--- src/rtl/edge_window_counter_if.sv ---
// Bundle of monitored input, start/result handshake and status outputs
// for edge_window_counter. The DUT takes the slave view; the driver takes
// the master view.
interface edge_window_counter_if #(
    parameter int WIDTH = 8
);
    logic             in0;
    logic             start;
    logic             out_ready;
    logic             out_valid;
    logic [WIDTH-1:0] out_count;
    logic             overflow;
    logic             busy;

    modport master (
        output in0,
        output start,
        output out_ready,
        input  out_valid,
        input  out_count,
        input  overflow,
        input  busy
    );

    modport slave (
        input  in0,
        input  start,
        input  out_ready,
        output out_valid,
        output out_count,
        output overflow,
        output busy
    );
endinterface

--- src/rtl/edge_window_counter.sv ---
// Counts rising edges of a sampled single-bit signal over a fixed window of
// WINDOW clock cycles, then holds the (saturating) count until the consumer
// accepts it. A start on the accepting edge chains straight into a new window.
// Every output is a register, so nothing combinational reaches the ports.
module edge_window_counter #(
    parameter int WIDTH  = 8,
    parameter int WINDOW = 16
) (
    input  logic                  clk,
    input  logic                  rst_n,
    edge_window_counter_if.slave  bus
);
    localparam int TW = (WINDOW > 2) ? $clog2(WINDOW) : 1;
    localparam logic [TW-1:0]    TIMER_LAST = TW'(WINDOW - 1);
    localparam logic [WIDTH-1:0] COUNT_MAX  = {WIDTH{1'b1}};

    typedef enum logic [1:0] {
        S_IDLE  = 2'd0,
        S_COUNT = 2'd1,
        S_HOLD  = 2'd2
    } state_t;

    state_t           state_q, state_d;
    logic             prev_q;
    logic [TW-1:0]    timer_q, timer_d;
    logic [WIDTH-1:0] count_q, count_d;
    logic             ovf_q, ovf_d;
    logic             valid_q, valid_d;
    logic             busy_q, busy_d;
    logic             rise_s;

    // Rising edge relative to the previous cycle's sample, in any state.
    assign rise_s = bus.in0 & ~prev_q;

    // Next-state and next-output logic for the IDLE/COUNT/HOLD controller.
    always_comb begin
        state_d = state_q;
        timer_d = timer_q;
        count_d = count_q;
        ovf_d   = ovf_q;
        valid_d = valid_q;
        busy_d  = busy_q;
        case (state_q)
            S_IDLE: begin
                if (bus.start) begin
                    state_d = S_COUNT;
                    timer_d = {TW{1'b0}};
                    count_d = {WIDTH{1'b0}};
                    ovf_d   = 1'b0;
                    valid_d = 1'b0;
                    busy_d  = 1'b1;
                end else begin
                    valid_d = 1'b0;
                    busy_d  = 1'b0;
                end
            end
            S_COUNT: begin
                // Saturate instead of wrapping; the sticky flag records the lost edge.
                if (rise_s) begin
                    if (count_q == COUNT_MAX) begin
                        ovf_d = 1'b1;
                    end else begin
                        count_d = count_q + WIDTH'(1);
                    end
                end else begin
                    count_d = count_q;
                end
                if (timer_q == TIMER_LAST) begin
                    state_d = S_HOLD;
                    timer_d = {TW{1'b0}};
                    valid_d = 1'b1;
                    busy_d  = 1'b0;
                end else begin
                    timer_d = timer_q + TW'(1);
                end
            end
            S_HOLD: begin
                if (bus.out_ready) begin
                    valid_d = 1'b0;
                    if (bus.start) begin
                        state_d = S_COUNT;
                        timer_d = {TW{1'b0}};
                        count_d = {WIDTH{1'b0}};
                        ovf_d   = 1'b0;
                        busy_d  = 1'b1;
                    end else begin
                        state_d = S_IDLE;
                        busy_d  = 1'b0;
                    end
                end else begin
                    valid_d = 1'b1;
                end
            end
            default: begin
                state_d = S_IDLE;
                timer_d = {TW{1'b0}};
                count_d = {WIDTH{1'b0}};
                ovf_d   = 1'b0;
                valid_d = 1'b0;
                busy_d  = 1'b0;
            end
        endcase
    end

    // State, sample and output registers with asynchronous clear.
    always_ff @(posedge clk or negedge rst_n) begin
        if (!rst_n) begin
            state_q <= S_IDLE;
            prev_q  <= 1'b0;
            timer_q <= {TW{1'b0}};
            count_q <= {WIDTH{1'b0}};
            ovf_q   <= 1'b0;
            valid_q <= 1'b0;
            busy_q  <= 1'b0;
        end else begin
            state_q <= state_d;
            prev_q  <= bus.in0;
            timer_q <= timer_d;
            count_q <= count_d;
            ovf_q   <= ovf_d;
            valid_q <= valid_d;
            busy_q  <= busy_d;
        end
    end

    assign bus.out_valid = valid_q;
    assign bus.out_count = count_q;
    assign bus.overflow  = ovf_q;
    assign bus.busy      = busy_q;
endmodule

--- src/flat_wrapper.sv ---
// flat-port wrapper written by rule: the top's interface ports become plain ports
module edge_window_counter_flat 
#(
    parameter int WIDTH  = 8,
    parameter int WINDOW = 16
)
  (clk, rst_n, bus_in0, bus_start, bus_out_ready, bus_out_valid, bus_out_count, bus_overflow, bus_busy);
  edge_window_counter_if #(.WIDTH(WIDTH)) bus_i ();
  input  logic clk;
  input  logic rst_n;
  input wire logic [$bits(bus_i.in0)-1:0] bus_in0;
  input wire logic [$bits(bus_i.start)-1:0] bus_start;
  input wire logic [$bits(bus_i.out_ready)-1:0] bus_out_ready;
  output wire logic [$bits(bus_i.out_valid)-1:0] bus_out_valid;
  output wire logic [$bits(bus_i.out_count)-1:0] bus_out_count;
  output wire logic [$bits(bus_i.overflow)-1:0] bus_overflow;
  output wire logic [$bits(bus_i.busy)-1:0] bus_busy;
  assign bus_i.in0 = bus_in0;
  assign bus_i.start = bus_start;
  assign bus_i.out_ready = bus_out_ready;
  assign bus_out_valid = bus_i.out_valid;
  assign bus_out_count = bus_i.out_count;
  assign bus_overflow = bus_i.overflow;
  assign bus_busy = bus_i.busy;
  edge_window_counter #(.WIDTH(WIDTH), .WINDOW(WINDOW)) u_core (.clk(clk), .rst_n(rst_n), .bus(bus_i));
endmodule
--- config.mk ---
export PLATFORM = sky130hd
export DESIGN_NAME = edge_window_counter_flat
export DESIGN_NICKNAME = d
export VERILOG_FILES = /design/src/rtl/edge_window_counter_if.sv /design/src/rtl/edge_window_counter.sv /design/src/flat_wrapper.sv
export SDC_FILE = /design/constraint.sdc
export NUM_CORES = 1
export LEC_CHECK = 0
export CAP_MARGIN = 20
export CORE_MARGIN = 4
export CORE_UTILIZATION = 44
export CTS_BUF_LIST = sky130_fd_sc_hd__clkbuf_8
export DETAILED_ROUTE_END_ITERATION = 7
export PLACE_DENSITY = 0.67
export SLEW_MARGIN = 20
export SYNTH_ARGS = -nofsm -noshare
export SYNTH_HDL_FRONTEND = slang
export SYNTH_SLANG_ARGS = --single-unit
export TNS_END_PERCENT = 30
--- constraint.sdc ---
create_clock -name clk -period 2.4 [get_ports clk]
set_input_delay 0.48 -clock clk [delete_from_list [all_inputs] [get_ports clk]]
set_output_delay 0.48 -clock clk [all_outputs]
set_load 0.01 [all_outputs]
Yosys cells after proc, flatten, opt, wreduce, memory -nomap -nowiden. Index checks and enable logic that the tools add are counted.

Latch bits: 0. Bits in writable memories: 0. Output and inout port bits: 11. Register bits: 18. Bits in read-only memories: 0. Memories: 0. Logic and storage cells: 52. Input port bits: 5.

Multipliers: 0. Bitwise logic cells: 2. Magnitude comparators: 0. Shifts and indexed selects: 0. Equality and inequality tests: 10. Add/subtract/negate cells: 2. Mux-type cells: 26. Divide/modulo/power cells: 0. Reduce and logical (&&, ||, !) cells: 5.

Operators by type and width (number): 8-bit 2-to-1 mux (4); 8-bit one-hot mux with 3 select lines (1); 4-bit 2-to-1 mux (3); 4-bit one-hot mux with 3 select lines (1); 1-bit 2-to-1 mux (10); 3-bit AND reduction (3); 8-bit by 1-bit adder with 8-bit output (second input constant) (1); 8-bit == test (second input constant) (1); 2-bit 2-to-1 mux (3); 2-bit by 1-bit inequality test with 1-bit output (second input constant) (3); 2-bit inequality test (second input constant) (3); 1-bit one-hot mux with 3 select lines (2); 2-bit one-hot mux with 3 select lines (1); 4-bit by 1-bit adder with 4-bit output (second input constant) (1); 4-bit == test (second input constant) (1); 2-bit by 1-bit == test with 1-bit output (second input constant) (1); 2-bit == test (second input constant) (1); 2-bit logical NOT (1); 1-bit one-hot mux with 2 select lines (1); 2-bit AND reduction (1); 1-bit AND (1); 1-bit NOT (1).

Longest topological paths before layout. Gate-level depths: netlist of the first run.

Depth in word-level cells: 4. Mapped depth: 8. Gate-level depth less buffers: 6.

Worst setup path after synthesis of the first run. OpenSTA, ideal clock, no wires.

Kind: flip-flop to flip-flop. Start point: register u_core.state_q[0]. End point: register u_core.count_q[0], in the netlist u_core.bus.out_count[0]. Required time: 2.331 ns. Arrival time: 1.712 ns. Library setup time: 0.069 ns. Buffers on the path: 1. Stages on the path, launching flop included: 8. Setup slack: 0.619 ns. Clock period less this slack: 1.781 ns. Path through: dfrtp_1 inv_1 ha_1 nor2b_2 or2_1 buf_6 or4_1 nand3_1.

Word-level cells in the longest chain between the ends: 3. Elaborated cells between the ends (all ways): 8. Those cells by class: eq/ne (5); mux (1); reduce/logical (2).

RTL lines: start: declaration (line edge_window_counter.sv:23) `state_t state_q, state_d;`; start signal: assignment (line edge_window_counter.sv:116) `state_q <= state_d;`; 2-bit by 1-bit == test with 1-bit output / 2-bit == test (equally long branches) (line edge_window_counter.sv:43) `case (state_q)`; 2-bit inequality test (no source line) / 2-bit by 1-bit inequality test with 1-bit output (equally long branches); 3-bit AND reduction (no source line); end signal: assignment (line edge_window_counter.sv:111) `count_q <= {WIDTH{1'b0}};`; end signal: assignment (line edge_window_counter.sv:119) `count_q <= count_d;`; end: declaration (line edge_window_counter.sv:26) `logic [WIDTH-1:0] count_q, count_d;`.

Several ways; a longest one is shown, not always the timed one. A chain may end at the register's enable or synchronous reset.

Worst setup path after layout of the first run.
Start point: register u_core.state_q[0]. End point: register u_core.count_q[3], in the netlist u_core.bus.out_count[3].

The elaborated chain is that of the path after synthesis.

==> impl_results.md, run 1 <==
* Status: complete, no violations
* Layout cells sized above 1 at between 6 and 7%
* Final Cell Area at 1272 sq um
* Top cells by area, synth: dfrtp_1 (44%), ha_1 (7.3%), nand3_1 (4.8%)
* Placement Rows at 17
* Mapped Cells at approximately 110
* CTS tree: done
* CP Cell Sequence: inv_1 -> ha_1 -> nor2b_2 -> or2_1 -> or4_1 -> nand3_1
* Placed inst area at roughly 1200 sq um
* Core Util, Final at 57.52%
* Clk_skew at 0.004185 ns
* Drt wl/cell at 13.80 microns
* GRT Total Usage at between 10 and 15%
* Slew Viols, Final at 0
* Largest net degree at the start of global routing at 19
* Synth warn at 0
* Setup TNS at 0 ns
* Netlist cell types at 32
* P_leak at around 0.57 nW
* Core area at between 2000 and 2500 sq um
* Crit path DAT at approximately 2.2 ns
* First-pass GRT wire length at around 3800 microns
* RSZ-0062 raised after global routing: no
* Remaining DRCs at 0
* Cell taking the most area after synthesis: dfrtp_1
* Peak fanout along the critical path at 15
* Clk sinks at 18
* Final critical-path share of the clock period at 85.16%
* Crit-path slowest cell: or4_1
* Worst-Margin Slew at approximately 0.44 ns
* Min Hold Slack at 0.4830 ns
* Hold Crit Class: reg2reg
* Antenna Nets Post-Route at 0
* Effective utilization at floorplan at 46.66%
* CTS Buffer Depth at 2
* Hold Buf Count CTS at 0
* Switching Fraction at about 38%
* CP Class: reg2reg
* Clk root buf: clkbuf_8
* Max Cap Viol at 0
* Vias per inst at 5.696
* Die footprint at 3185 sq um
* Vias in the first global route at 876
* Pint at approximately 670 uW
* Sequential-to-total area share from yosys stat at 43.64%
* Relative slew slack at 70.53%
* Placer Congestion at around 0.8
* Area growth from synthesis to layout at 23.27%
* Initial drt markers at 22
* CTS buffer count at 3
* Number of I/O pins at 16
* Crit path capture type: flip-flop
* Register bit total from synthesis at 18
* Worst Path Required at 2.60 ns
* VDD IR-drop max at 0.4573 mV
* Antenna violations before repair at 0
* Worst-path clk slew at 0.07 ns
* Die W at 56.44 microns
* Setup violations, final at 0
* Min cycle time layout at 2.044 ns
* Syn Std Cell Area at around 1000 sq um
* Total power per unit cell area at 843.2 nW/um^2
* Switching power at 403.7 uW
* Syn Area/Cell at 9.299 sq um
* H-tree levels at 1
* Detailed Route WL at 2181 microns
* Seq pwr share at 36.8%
* Resized cells post-CTS at 0
* Critical Path Start Type: flip-flop
* Latest clock arrival within the worst-skew pair at about 0.26 ns
* Die Ht at 56.44 microns
* Nets at 142
* Antenna cells at 0
* Total number of vias at 900
* Pre-Repair DR Iteration Count at 4
* Crit-path max cell delay at 0.57 ns
* Setup ws final at 0.3562 ns
* Final Hold Fails at 0
* Worst slack at placement at about 0.12 ns
* Max frequency at 489.3 MHz
* Syn nets at 122
* Clk pwr share at between 20% and 30%
* Gr ovfl total at 0
* Top-area cell type share of the netlist area at 43.64%
* Postcts setup bufs at 0
* PortBufs at 15
* Comb pwr share at 39.4%
* Post-DP HPWL at approximately 1600 microns
[power by group through the flow]
stage | combinational, mW | clock [mW] | sequential (mW)
3_3_place_gp | 0.415 | 0 | 0.399
2_1_floorplan | 0.309 | 0 | 0.401
4_1_cts | 0.428 | 0.259 | 0.396
3_5_place_dp | 0.423 | 0 | 0.402
6_report | 0.423 | 0.255 | 0.395
5_1_grt | 0.482 | 0.276 | 0.406
[cell usage after synthesis, drive strengths merged]
| library cell | number |
|---|---|
| dfrtp | 18 |
| nand2 | 11 |
| nand3 | 10 |
| o21ai | 8 |
| nor3 | 7 |
| ha | 6 |
| nand2b | 5 |
| nor2 | 5 |
| inv | 4 |
| nor2b | 4 |
| o211ai | 4 |
| a21o | 3 |
| a31oi | 3 |
| nand4 | 3 |
| or4 | 3 |
| buf | 2 |
| nor4 | 2 |
| o22a | 2 |
| a21boi | 1 |
| a21oi | 1 |
| and3 | 1 |
| and4b | 1 |
| clkbuf | 1 |
| mux2i | 1 |
| nor4b | 1 |
| o2111ai | 1 |
| o2bb2a | 1 |
| o32a | 1 |
| or2 | 1 |
[worst max-delay path, delay by kind of cell, from the launching register on]
| kind | cells | cell delay (ns) |
|---|---|---|
| fa+ha+maj | 1 | 0.23 |
| buf+inv | 1 | 0.08 |
| flops | 1 | 0.41 |
| simple gates | 4 | 1.26 |
[layout by cell type, fill, tap and decap left out, types with 2 or more instances in the layout]
cell | netlist | final
buf_4 | 1 | 3
clkdlybuf4s50_1 | 0 | 15
o21ai_0 | 6 | 6
nor4_1 | 2 | 2
o211ai_1 | 4 | 4
nor2_1 | 5 | 5
or4_1 | 3 | 3
a31oi_1 | 3 | 3
a21o_1 | 3 | 3
dfrtp_1 | 18 | 18
nor3_1 | 7 | 7
clkbuf_8 | 0 | 4
inv_1 | 4 | 4
nand2_1 | 11 | 11
o21ai_1 | 2 | 2
o22a_1 | 2 | 2
nor2b_1 | 3 | 3
nand4_1 | 3 | 3
nand2b_1 | 5 | 5
nand3_1 | 10 | 10
ha_1 | 6 | 6
[metrics by stage]
stage | power, mW | cells
6_report | 1.073 | 158
3_5_place_dp | 0.8249 | 154
5_1_grt | 1.164 | 158
3_3_place_gp | 0.8136 | 154
2_1_floorplan | 0.7093 | 111
4_1_cts | 1.083 | 158
[state kept, by name (all words and copies together) (netlist names)]
signal and count:
u_core.bus.out_count 8, u_core.bus.out_valid 1, u_core.timer_q 4, u_core.bus.busy 1, u_core.state_q 2, u_core.bus.overflow 1, u_core.prev_q 1
[final timing paths]
check,from,end,slack [ns],cells after the start
hold reg to reg,u_core.bus.busy,u_core.bus.busy,0.48,2
setup / recovery,u_core.state_q[0],u_core.bus.out_count[3],0.36,6
min in group asynchronous,rst_n,u_core.bus.busy,0.54,2
hold / removal,u_core.bus.busy,u_core.bus.busy,0.48,2
setup reg to reg,u_core.state_q[0],u_core.bus.out_count[3],0.36,6
max in group asynchronous,rst_n,u_core.timer_q[2],1.66,2
[layer usage]
| layer | vias up | routed length, microns | track usage [%] |
|---|---|---|---|
| li1 | 450 | - | - |
| met2 | 25 | 989 | 22.11 |
| met5 | - | 0 | 0 |
| met3 | 5 | 101 | 3.448 |
| met1 | 420 | 1055 | 20.66 |
| met4 | 0 | 34 | 6.441 |
[logic make-up (layout without fill, tap and decap cells)]
kind of cell	Yosys count	count (layout)	synth area share, %
mux	1	1	0.9697
simple gates	54	54	28.00
buf+inv	7	26	3.636
flops	18	18	43.64
compound gates	25	25	16.49
fa+ha+maj	6	6	7.273
[area by class of cell]
class,count,area [sq um]
inverter,4,15.01
timing repair buffer,18,172.7
fill,192,939.7
clock buffer,4,55.05
tap,28,35.03
multi-input combinational,86,544.3
sequential,18,450.4
Power figures use the tool's default switching activity.
==> run 2, diff against run 1 <==
--- a/config.mk
+++ b/config.mk
@@ -5,12 +5,11 @@
 export SDC_FILE = /design/constraint.sdc
 export NUM_CORES = 1
 export LEC_CHECK = 0
-export CAP_MARGIN = 20
 export CORE_MARGIN = 4
 export CORE_UTILIZATION = 44
 export CTS_BUF_LIST = sky130_fd_sc_hd__clkbuf_8
 export DETAILED_ROUTE_END_ITERATION = 7
-export PLACE_DENSITY = 0.67
+export DONT_BUFFER_PORTS = 1
 export SLEW_MARGIN = 20
 export SYNTH_ARGS = -nofsm -noshare
 export SYNTH_HDL_FRONTEND = slang
==> impl_results.md, run 2 (synthesized netlist as in run 1, its figures left out) <==
* Hold Crit Class: in2reg
* Final Power at 979.2 uW (-8.7%)
* Placer Congestion at 0.7995 (+0.13%)
* Placed inst area at 1052 sq um (-14%)
* Latest clock arrival within the worst-skew pair at 0.25 ns (about the same)
* Peak fanout along the critical path at 20 (+5)
* Worst-path clk slew at 0.07 ns (about the same)
* Worst slack at placement at 0.3089 ns (+0.1840 ns)
* Final Hold Fails at 0 (unchanged)
* Critical R2R Launch: u_core.state_q[0]
* Worst-Margin Slew at 0.8170 ns (+0.3779 ns)
* Vias in the first global route at 821 (-6.3%)
* Largest net degree at the start of global routing at 21 (+2)
* Resized cells post-CTS at 0 (unchanged)
* Placement Rows at 17 (unchanged)
* Min cycle time layout at 2.087 ns (+0.04354 ns)
* Hold Buf Count CTS at 1 (+1)
* Min-Delay Startpoint: bus_in0
* Nets at 126 (-11%)
* Antenna violations before repair at 0 (unchanged)
* Seq pwr share at 41.6% (+4.8 points)
* Total number of vias at 838 (-6.9%)
* Clk_skew at 0.002564 ns (-0.001621 ns)
* First-pass GRT wire length at 3829 microns (+0.18%)
* Worst Path Required at 2.58 ns (-0.02 ns)
* Post-DP HPWL at 1615 microns (+3.0%)
* Max Cap Viol at 0 (unchanged)
* Setup violations, final at 0 (unchanged)
* Clk pwr share at 21.1% (-2.7 points)
* Worst r2r dst: u_core.bus.out_count[3]
* Initial drt markers at 11 (-50%)
* Postcts setup bufs at 0 (unchanged)
* CTS buffer count at 3 (unchanged)
* Clk root buf: clkbuf_8
* Critical Path Start Type: flip-flop
* VDD IR-drop max at 0.4541 mV (-0.69%)
* CTS Buffer Depth at 2 (unchanged)
* Layout fillers at 231 (+20%)
* Area growth from synthesis to layout at 6.909%
* RSZ-0062 raised after global routing: no
* Die Ht at 56.44 microns (unchanged)
* Core area at 2212 sq um (unchanged)
* Worst Hold End: u_core.prev_q
* Detailed Route WL at 2223 microns (+1.9%)
* Effective utilization at floorplan at 46.66% (unchanged)
* PortBufs at 0 (-15)
* R2R depth at 6 (unchanged)
* Total power per unit cell area at 887.3 nW/um^2 (+5.2%)
* Crit path capture type: flip-flop
* FF-to-FF setup slack at 0.31 ns (-0.04 ns)
* Crit path DAT at 2.27 ns (+0.03 ns)
* Max reg flops at 8 (unchanged)
* CTS tree: done
* Most common cell after layout, fill and taps aside: dfrtp_1
* P_leak at 0.5037 nW (-12%)
* CP Class: reg2reg
* Number of I/O pins at 16 (unchanged)
* Pint at 591.5 uW (-12%)
* Relative slew slack at 45.35% (-25 points)
* Final Cell Area at 1104 sq um (-13%)
* Antenna cells at 0 (unchanged)
* H-tree levels at 1 (unchanged)
* Slew Viols, Final at 0 (unchanged)
* Die footprint at 3185 sq um (unchanged)
* Status: complete, no violations
* Hold Path Depth at 0 (-2)
* Vias per inst at 5.943 (+4.3%)
* Drt wl/cell at 15.77 microns (+14%)
* Pre-Repair DR Iteration Count at 4 (unchanged)
* Layout cells sized above 1 at 4.425% (-1.7 points)
* Antenna Nets Post-Route at 0 (unchanged)
* Switching Fraction at 39.59% (+2.0 points)
* Setup ws final at 0.3127 ns (-0.04354 ns)
* GRT Total Usage at 15.04% (+0.091 points)
* Clk sinks at 18 (unchanged)
* Most frequent cells in the layout: dfrtp_1 (18), nand2_1 (11), nand3_1 (10)
* Die W at 56.44 microns (unchanged)
* Remaining DRCs at 0 (unchanged)
* Gr ovfl total at 0 (unchanged)
* Comb pwr share at 37.3% (-2.1 points)
* Max frequency at 479.1 MHz (-2.1%)
* Final critical-path share of the clock period at 86.97% (+1.8 points)
* Core Util, Final at 49.89% (-7.6 points)
* Switching power at 387.6 uW (-4.0%)
* Setup TNS at 0 ns (unchanged)
==> run 2: changes by cell type in the layout (fill, tap and decap cells not counted) <==
cell	change
dlygate4sd3_1	+1
buf_4	-2
clkbuf_8	-1
clkdlybuf4s50_1	-15
==> run 2: worst max path at each step <==
| stage | end | start | slack (ns) |
|---|---|---|---|
| final | u_core.bus.out_count[3] | u_core.state_q[0] | 0.31 |
| after global routing | u_core.bus.out_count[6] | u_core.state_q[0] | 0.14 |
| after CTS | u_core.bus.out_count[3] | u_core.state_q[0] | 0.31 |
| after detailed placement | u_core.bus.out_count[3] | u_core.state_q[0] | 0.31 |
| after global placement | u_core.bus.out_count[3] | u_core.state_q[0] | 0.40 |
| after floorplan | u_core.bus.out_count[0] | u_core.state_q[0] | 0.62 |
==> run 2: area by class of cell <==
type | count | area, sq um | share of cell area (%)
Multi-Input combinational cell | 86 | 544.3 | 49.32
Sequential cell | 18 | 450.4 | 40.82
Clock buffer | 3 | 41.29 | 3.741
Tap cell | 28 | 35.03 | 3.175
Timing Repair Buffer | 2 | 17.52 | 1.587
Inverter | 4 | 15.01 | 1.361
==> run 2: power by group through the flow <==
stage | logic, mW | clock network [mW] | registers [mW]
finish | 0.365 | 0.207 | 0.407
global route | 0.419 | 0.228 | 0.416
CTS | 0.367 | 0.213 | 0.408
detailed placement | 0.359 | 0 | 0.414
global placement | 0.349 | 0 | 0.410
floorplan | 0.309 | 0 | 0.401
==> run 2: metrics by stage <==
step,cells,hold slack (ns)
global placement,137,0.1850
global route,141,0.2440
detailed placement,137,0.1851
finish,141,0.2586
CTS,141,0.2552
floorplan,111,0.1844
==> run 2: layer usage <==
metal | share of wire (%) | global-route usage, % | up-vias
li1 | - | - | 421
met1 | 48 | 21.12 | 398
met2 | 48 | 22.94 | 17
met3 | 3.9 | 3.678 | 2
met4 | 0.72 | 4.068 | 0
met5 | 0 | 0 | -
==> run 2: critical path, cell delays in order, from the launching register on <==
cell and delay [ns]:
dfrtp_1 0.39, inv_1 0.08, ha_1 0.22, nor2b_2 0.19, or2_1 0.46, or4_1 0.59, nand3_1 0.09
